[src/rtl/alu_seq_ctrl_pkg.sv]
// Shared control-signal header for the serial add/subtract ALU and its sequencer:
// ALU opcodes and sequencer state encodings.
package alu_seq_ctrl_pkg;

  localparam int ACC_W = 12;

  typedef enum logic {
    ALU_OP_ADD1 = 1'b0,
    ALU_OP_SUB1 = 1'b1
  } alu_op_e;

  typedef enum logic [1:0] {
    IDLE = 2'd0,
    RUN  = 2'd1,
    DONE = 2'd2
  } seq_state_e;

endpackage

[src/rtl/alu_seq_ctrl.sv]
// Sequencer stepping the serial ALU once per activation/weight bit pair and owning the accumulator.
// Optional feature macro: SEQ_CTRL_THRESH_EN (adds thresh_in / act_out threshold compare).
module alu_seq_ctrl
  import alu_seq_ctrl_pkg::*;
#(
  parameter int N_IN  = 64,
  parameter int CNT_W = $clog2(N_IN + 1)
) (
  input  logic                    clk,
  input  logic                    rst,
  input  logic                    start,
  input  logic [N_IN-1:0]         a_vec,
  input  logic [N_IN-1:0]         w_vec,
  input  logic signed [ACC_W-1:0] bias_in,
`ifdef SEQ_CTRL_THRESH_EN
  input  logic signed [ACC_W-1:0] thresh_in,
  output logic                    act_out,
`endif
  output logic                    busy,
  output logic                    out_valid,
  output logic signed [ACC_W-1:0] result,
  output logic                    alu_in_a_lsb,
  output logic signed [ACC_W-1:0] alu_in_b,
  output logic                    alu_op,
  input  logic signed [ACC_W-1:0] alu_out
);

  seq_state_e              state_q;
  logic [N_IN-1:0]         a_sh_q, a_sh_d;
  logic [N_IN-1:0]         w_sh_q, w_sh_d;
  logic [CNT_W-1:0]        cnt_q;
  logic signed [ACC_W-1:0] acc_q;
  logic signed [ACC_W-1:0] result_q;
  logic                    busy_q;
  logic                    out_valid_q;
  logic                    lsb_q;
  alu_op_e                 op_q;
  logic                    last_step_s;
`ifdef SEQ_CTRL_THRESH_EN
  logic signed [ACC_W-1:0] thresh_q;
  logic                    act_q;
`endif

  always_comb begin
    a_sh_d      = a_sh_q >> 1;
    w_sh_d      = w_sh_q >> 1;
    last_step_s = (cnt_q == CNT_W'(N_IN - 1));
  end

  // Operand bit and opcode are registered one step ahead so the ALU sees a_sh[0]/w_sh[0] during RUN.
  always_ff @(posedge clk) begin
    if (rst) begin
      state_q     <= IDLE;
      a_sh_q      <= '0;
      w_sh_q      <= '0;
      cnt_q       <= '0;
      acc_q       <= '0;
      result_q    <= '0;
      busy_q      <= 1'b0;
      out_valid_q <= 1'b0;
      lsb_q       <= 1'b0;
      op_q        <= ALU_OP_ADD1;
`ifdef SEQ_CTRL_THRESH_EN
      thresh_q    <= '0;
      act_q       <= 1'b0;
`endif
    end else begin
      case (state_q)
        IDLE: begin
          out_valid_q <= 1'b0;
          if (start) begin
            state_q <= RUN;
            a_sh_q  <= a_vec;
            w_sh_q  <= w_vec;
            acc_q   <= bias_in;
            cnt_q   <= '0;
            busy_q  <= 1'b1;
            lsb_q   <= a_vec[0];
            op_q    <= w_vec[0] ? ALU_OP_ADD1 : ALU_OP_SUB1;
`ifdef SEQ_CTRL_THRESH_EN
            thresh_q <= thresh_in;
`endif
          end else begin
            state_q <= IDLE;
          end
        end
        RUN: begin
          acc_q  <= alu_out;
          a_sh_q <= a_sh_d;
          w_sh_q <= w_sh_d;
          cnt_q  <= cnt_q + CNT_W'(1);
          if (last_step_s) begin
            // The final sum is alu_out this cycle; publish it together with the valid pulse.
            state_q     <= DONE;
            result_q    <= alu_out;
            out_valid_q <= 1'b1;
            lsb_q       <= 1'b0;
            op_q        <= ALU_OP_ADD1;
`ifdef SEQ_CTRL_THRESH_EN
            act_q       <= (alu_out >= thresh_q);
`endif
          end else begin
            state_q <= RUN;
            lsb_q   <= a_sh_d[0];
            op_q    <= w_sh_d[0] ? ALU_OP_ADD1 : ALU_OP_SUB1;
          end
        end
        DONE: begin
          state_q     <= IDLE;
          out_valid_q <= 1'b0;
          busy_q      <= 1'b0;
        end
        default: begin
          state_q     <= IDLE;
          out_valid_q <= 1'b0;
          busy_q      <= 1'b0;
          lsb_q       <= 1'b0;
          op_q        <= ALU_OP_ADD1;
        end
      endcase
    end
  end

  assign busy         = busy_q;
  assign out_valid    = out_valid_q;
  assign result       = result_q;
  assign alu_in_a_lsb = lsb_q;
  assign alu_in_b     = acc_q;
  assign alu_op       = op_q;
`ifdef SEQ_CTRL_THRESH_EN
  assign act_out      = act_q;
`endif

endmodule

[config.mk]
export PLATFORM = sky130hd
export DESIGN_NAME = alu_seq_ctrl
export DESIGN_NICKNAME = d
export VERILOG_FILES = /design/src/rtl/alu_seq_ctrl_pkg.sv /design/src/rtl/alu_seq_ctrl.sv
export SDC_FILE = /design/constraint.sdc
export NUM_CORES = 1
export LEC_CHECK = 0
export BUFFER_PORTS_ARGS = -buffer_cell sky130_fd_sc_hd__buf_2
export CAP_MARGIN = 20
export CORE_MARGIN = 2
export CORE_UTILIZATION = 50
export CTS_CLUSTER_SIZE = 16
export DETAILED_ROUTE_END_ITERATION = 8
export PLACE_DENSITY = 0.76
export SYNTH_ARGS = -nofsm -noshare
export SYNTH_HDL_FRONTEND = slang
export SYNTH_SLANG_ARGS = --single-unit
[constraint.sdc]
create_clock -name clk -period 2.15 [get_ports clk]
set_input_delay 0.1075 -clock clk [delete_from_list [all_inputs] [get_ports clk]]
set_output_delay 0.1075 -clock clk [all_outputs]
set_load 0.05 [all_outputs]
==> flow_metrics.env, run 1 <==
export IMPL_reg2reg_depth=5
export IMPL_setup_ws_ns=0.207
export IMPL_synth_compound_area_share_pct=19.9
export IMPL_grt_antenna_before_repair=1
export IMPL_cts_resized=0
export IMPL_die_h_um=122
export IMPL_reg2reg_from="state_q[0]"
export IMPL_finalSetupTns_ns=0
export IMPL_clock_latency_ns=0.42
export IMPL_pre_cts_slack_ns=0.314
export IMPL_vias=7441
export IMPL_period_minus_slack_ns=1.94
export IMPL_drt_iter0_drc=711
export IMPL_hpwl_um=10800
export IMPL_setup_viol=0
export IMPL_crit_arrival_ns=2.23
export IMPL_postCtsSetupBuffers=0
export IMPL_synth_xor_area_share_pct=0
export IMPL_clkTransAtPathRegs_ns=0.06
export IMPL_slew_headroom_pct=56.0
export IMPL_die_w_um=122
export IMPL_crit_end="alu_in_b[0]"
export IMPL_rows=42
export IMPL_async_flop_share_pct=0
export IMPL_synthToLayoutAreaGrowth_pct=43.2
export IMPL_grt_overflow=0
export IMPL_fp_coreArea_sq_mm=0.0134
export IMPL_worstMarginPinSlew_ns=0.655
export IMPL_synth_area_sq_mm=0.00692
export IMPL_start_util_pct=51.6
export IMPL_ir_worst_vdd_mv=0.592
export IMPL_clock_sinks=163
export IMPL_reg2reg_to="alu_in_b[0]"
export IMPL_clockBufferDepth=2
export IMPL_critPathMaxFanout=33
export IMPL_yosys_area_share_adder_pct=0.181
export IMPL_muxShareOfSynthArea_pct=0.145
export IMPL_grt_usage_pct=28.3
export IMPL_fillerInstances=964
export IMPL_ff2ff_setup_slack_ns=0.21
export IMPL_drtPass1Iterations=5
export IMPL_layout_common_cells="nand2_1 (299), buf_2 (181), dfxtp_1 (163), dlygate4sd3_1 (151), nor2_1 (148)"
export IMPL_port_buffer_count=182
export IMPL_post_route_period_util_pct=90.4
export IMPL_htreeDepth=4
export IMPL_drc=0
export IMPL_fin_nets=1319
export IMPL_grt_max_degree=91
export IMPL_maxCapViolCount=0
export IMPL_rsz0062_at_grt="no"
export IMPL_syn_nets=1038
export IMPL_die_area_sq_mm=0.0148
export IMPL_cts_buffers=17
export IMPL_run_status="finished clean"
export IMPL_cts_root_buffer="clkbuf_16"
export IMPL_hold_class="primary input to flip-flop"
export IMPL_ant_nets=0
export IMPL_postCtsHoldBufs=151
export IMPL_boundaryPins=183
export IMPL_critPathLaunch="state_q[0]"
export IMPL_fmax_ghz=0.515
export IMPL_finalHoldViolCount=0
export IMPL_p_leak_nw=4.24
export IMPL_wl_um=21100
export IMPL_powerDensity_mw_per_mm2=759
export IMPL_synth_edf_count=0
export IMPL_hold_worst_slack_ns=0.134
export IMPL_cp_required_ns=2.44
export IMPL_vias_per_cell=5.50
export IMPL_finalNonFillerCells=1353
export IMPL_routabilityCongestion=0.818
export IMPL_synth_cells=882
export IMPL_synthDistinctLibCells=32
export IMPL_critPathKind="flip-flop to flip-flop"
export IMPL_grt_pass1_wl_um=33400
export IMPL_drive_gt1_share_pct=19.2
export IMPL_fin_util_pct=73.9
export IMPL_synth_simple_area_share_pct=26.5
export IMPL_avgRoutedWirePerCell_um=15.6
export IMPL_cts_tree="built"
export IMPL_drv_slew=0
export IMPL_worst_setup_path_end_kind="flip-flop"
export IMPL_clock_skew_ns=0.00727
export IMPL_final_common_cell="nand2_1"
export IMPL_dp_cells=1169
export IMPL_synth_top_family_by_area="simple AND/OR/NAND/NOR gates"
export IMPL_syn_area_per_cell_sq_um=7.84
export IMPL_synthFlopType="dfxtp_1"
export IMPL_cp_start_kind="flip-flop"
export IMPL_grt_pass1_vias=7079
export IMPL_synth_seq_area_share_pct=47.2
export IMPL_synth_warnings=0
export IMPL_yosys_register_bits=163
## stage by stage
stage,instance area (sq um),power (mW)
final,9910,7.51
after global routing,9900,7.82
after detailed placement,7860,4.54
after global placement,7860,4.51
after CTS,9900,7.48
after floorplan,6920,4.20
## kinds of logic (layout without fill, tap and decap cells)
group           Yosys count  count (layout)
fa+ha+maj                 1               1
other cells               0               2
mux                       1               1
buf+inv                  82             375
simple gates            468             468
compound gates          167             167
flops                   163             163
## per-layer routing
layer,wire length [um],track usage (%),vias up
met5,0,0,-
met4,701,12.2,0
met3,1220,7.63,62
met2,10400,48.6,272
met1,8710,33.4,3477
li1,-,-,3630
## cell type report
| type | instances | area, sq um | area share [%] |
|---|---|---|---|
| Clock inverter | 5 | 25.0 | 0.253 |
| Multi-Input combinational cell | 637 | 3250 | 32.8 |
| Antenna cell | 2 | 5.00 | 0.0505 |
| Sequential cell | 163 | 3260 | 32.9 |
| Clock buffer | 26 | 509 | 5.14 |
| Timing Repair Buffer | 344 | 2630 | 26.6 |
| Tap cell | 176 | 220 | 2.22 |
## sequential cells by signal, summed over array words and instances, names as in the netlist
| register | count |
|---|---|
| cnt_q | 7 |
| result | 12 |
| busy | 1 |
| alu_op | 1 |
| out_valid | 1 |
| state_q | 2 |
| alu_in_a_lsb | 1 |
| w_sh_q | 63 |
| a_sh_q | 63 |
| alu_in_b | 12 |
## worst min-delay path by stage
stage	start	depth (start not counted)	end	slack, ns
after floorplan	alu_out[10]	2	result[10]	0.24
after global placement	w_vec[63]	3	w_sh_q[63]	0.35
after detailed placement	w_vec[63]	3	w_sh_q[63]	0.36
after CTS	a_vec[0]	4	alu_in_a_lsb	0.11
after global routing	a_vec[0]	4	alu_in_a_lsb	0.15
final	a_vec[0]	4	alu_in_a_lsb	0.13
## cells in the mapped netlist (all sizes together) (2+ instances only)
cell type	instances	share of area [%]
nor2	149	8.1
a311oi	137	17
nor3	3	0.22
nor2b	3	0.27
o21ai	2	0.14
nand3	2	0.14
nand2b	3	0.27
or3	2	0.18
a22oi	3	0.33
buf	63	5.1
a21oi	20	1.4
nand2	299	16
clkbuf	19	1.0
dfxtp	163	47
## report_power, final
part / total (mW) / leakage, nW / internal (mW) / switching [mW]
Sequential: 3.42 / 1.35 / 3.28 / 0.137
Combinational: 1.33 / 2.62 / 0.590 / 0.736
Clock: 2.77 / 0.270 / 1.62 / 1.16
Total: 7.51 / 4.24 / 5.48 / 2.03
## worst max-delay path, stage by stage (launching register included)
cell      delay (ns)
dfxtp_1         0.52
nor2_1          0.15
nor2_4          0.29
buf_4           0.37
nor2_1          0.11
a311oi_1        0.38
Note: power is estimated with default switching activity, not from simulation.
==> run 2, diff against run 1 <==
--- a/config.mk
+++ b/config.mk
@@ -10,6 +10,6 @@
 export CORE_MARGIN = 2
-export CORE_UTILIZATION = 50
+export CORE_UTILIZATION = 42
 export CTS_CLUSTER_SIZE = 16
 export DETAILED_ROUTE_END_ITERATION = 8
-export PLACE_DENSITY = 0.76
+export PLACE_DENSITY = 0.66
 export SYNTH_ARGS = -nofsm -noshare
--- a/constraint.sdc
+++ b/constraint.sdc
@@ -3,2 +3,2 @@
 set_output_delay 0.1075 -clock clk [all_outputs]
-set_load 0.05 [all_outputs]
+set_load 0.02 [all_outputs]
==> run 2 against run 1 <==
Against the previous run:
- power up 2.3%
- clock skew up 0.0021 ns
- first-iteration DRC count down 26%
- sequential share of layout area down 0.65 points
- clock power up 8.3%
- die area up 18%
- largest cell class unchanged
- non-clock buffer count up 10
- cell count up 3.7%
- wire length down 1.5%
- flip-flop and latch count unchanged
==> flow_metrics.env, run 2 (same netlist as run 1, synthesis figures left out) <==
export IMPL_run_status="finished clean"
export IMPL_rows=46
export IMPL_vias=7286
export IMPL_slew_headroom_pct=68.5
export IMPL_ir_worst_vdd_mv=0.566
export IMPL_pre_cts_slack_ns=0.441
export IMPL_grt_pass1_wl_um=32500
export IMPL_post_route_period_util_pct=93.0
export IMPL_finalSetupTns_ns=0
export IMPL_layout_common_cells="nand2_1 (299), buf_2 (181), dfxtp_1 (162), dlygate4sd3_1 (152), nor2_1 (148)"
export IMPL_cts_root_buffer="clkbuf_16"
export IMPL_slowest_stage="dlygate4sd3_1"
export IMPL_drc=0
export IMPL_p_switching_mw=2.01
export IMPL_powerDensity_mw_per_mm2=761
export IMPL_critPathMaxFanout=41
export IMPL_setup_viol=0
export IMPL_worstMarginPinSlew_ns=0.473
export IMPL_period_minus_slack_ns=2.00
export IMPL_fin_nets=1329
export IMPL_maxCapViolCount=0
export IMPL_hold_class="primary input to flip-flop"
export IMPL_rsz0062_at_grt="no"
export IMPL_clockBufferDepth=2
export IMPL_p_comb_share_pct=16.6
export IMPL_synthToLayoutAreaGrowth_pct=46.2
export IMPL_cts_buffers=17
export IMPL_min_from="a_vec[0]"
export IMPL_clock_latency_ns=0.42
export IMPL_ff2ff_setup_slack_ns=0.15
export IMPL_htreeDepth=4
export IMPL_grt_max_degree=108
export IMPL_drt_iter0_drc=523
export IMPL_routabilityCongestion=0.829
export IMPL_fillerInstances=1382
export IMPL_p_seq_share_pct=44.4
export IMPL_cpPeakStageDelay_ns=0.61
export IMPL_drv_slew=0
export IMPL_p_int_mw=5.68
export IMPL_cts_tree="built"
export IMPL_worstPathCellList="nand2b_4, buf_6, nand2_1, a311oi_1, dlygate4sd3_1"
export IMPL_multi_input_area_sq_mm=0.00325
export IMPL_boundaryPins=183
export IMPL_die_w_um=132
export IMPL_die_area_sq_mm=0.0175
export IMPL_fp_coreArea_sq_mm=0.0160
export IMPL_p_leak_nw=4.32
export IMPL_postPlaceCellArea_sq_mm=0.00790
export IMPL_setup_ws_ns=0.150
export IMPL_reg2reg_from="state_q[1]"
export IMPL_final_area_sq_mm=0.0101
export IMPL_switching_share_pct=26.1
export IMPL_start_util_pct=43.2
export IMPL_avgRoutedWirePerCell_um=14.8
export IMPL_worst_setup_path_end_kind="flip-flop"
export IMPL_ant_nets=0
export IMPL_grt_overflow=0
export IMPL_final_common_cell="nand2_1"
export IMPL_grt_pass1_vias=6739
export IMPL_reg_largest_list="a_sh_q (63), w_sh_q (63)"
export IMPL_fin_util_pct=63.2
export IMPL_drtPass1Iterations=7
export IMPL_critPathKind="flip-flop to flip-flop"
export IMPL_clkTransAtPathRegs_ns=0.06
export IMPL_hpwl_um=11100
export IMPL_cp_required_ns=2.51
export IMPL_drive_gt1_share_pct=20.2
export IMPL_vias_per_cell=5.19
export IMPL_critPathLaunch="state_q[1]"
export IMPL_clock_skew_ns=0.00942
export IMPL_die_h_um=132
export IMPL_clkPwrFrac_pct=39.0
export IMPL_cp_start_kind="flip-flop"
export IMPL_regArea_sq_mm=0.00326
export IMPL_port_buffer_count=182
export IMPL_hold_worst_slack_ns=0.116
export IMPL_finalHoldViolCount=0
export IMPL_fmax_ghz=0.500
export IMPL_crit_arrival_ns=2.36
export IMPL_clock_sinks=163
export IMPL_grt_usage_pct=22.5
export IMPL_grt_antenna_before_repair=0
export IMPL_wl_um=20800
-- run 2: power groups by stage --
| stage | Sequential, mW | Combinational, mW | Clock [mW] |
|---|---|---|---|
| floorplan | 3.47 | 0.671 | 0 |
| global placement | 3.47 | 0.991 | 0 |
| detailed placement | 3.47 | 1.00 | 0 |
| CTS | 3.41 | 1.22 | 3.06 |
| global route | 3.44 | 1.41 | 3.19 |
| finish | 3.41 | 1.28 | 3.00 |
-- run 2: layout make-up --
cell class	count	area share [%]
clock inverter	10	1.05
clock buffer	22	4.69
antenna	1	0.0248
timing repair buffer	354	27.1
multi-input combinational	637	32.2
sequential	163	32.3
tap	216	2.67
-- run 2: routing by layer --
layer  vias to the layer above  part of all wire (%)  wire (um)  global-route usage [%]
met5                         -                     0          0                       0
met4                         0                   1.7        361                    7.11
met3                        25                   5.1       1060                    5.65
met2                       227                    50      10400                    37.4
met1                      3388                    43       8940                    28.8
li1                       3646                     -          -                       -
-- run 2: what timing repair did --
item                                   4_1_cts  5_1_grt
resized for setup                            0        2
endpoints found under the hold margin      151        0
setup endpoints to repair                    0        1
setup buffers                                0        4
hold buffers                               152        0
-- run 2: worst max-delay path: cells and delay by family, from the launching register on --
kind / cells / cell delay, ns
buffers and inverters: 2 / 0.94
AND/OR/NAND/NOR: 2 / 0.35
AO/OA/AOI/OAI: 1 / 0.31
flip-flops: 1 / 0.34
-- run 2: path summary, 6_finish.rpt --
kind | end | cells after the start
worst min-delay path | alu_in_a_lsb | 4
worst min register to register | result[1] | 2
worst max register to register | alu_in_b[2] | 5
worst max-delay path | alu_in_b[2] | 5
-- run 2: stage by stage --
stage                     std cells  total power, mW
after floorplan                 882             4.14
after global placement         1211             4.46
after detailed placement       1211             4.48
after CTS                      1395             7.69
after global routing           1402             8.05
final                          1403             7.69
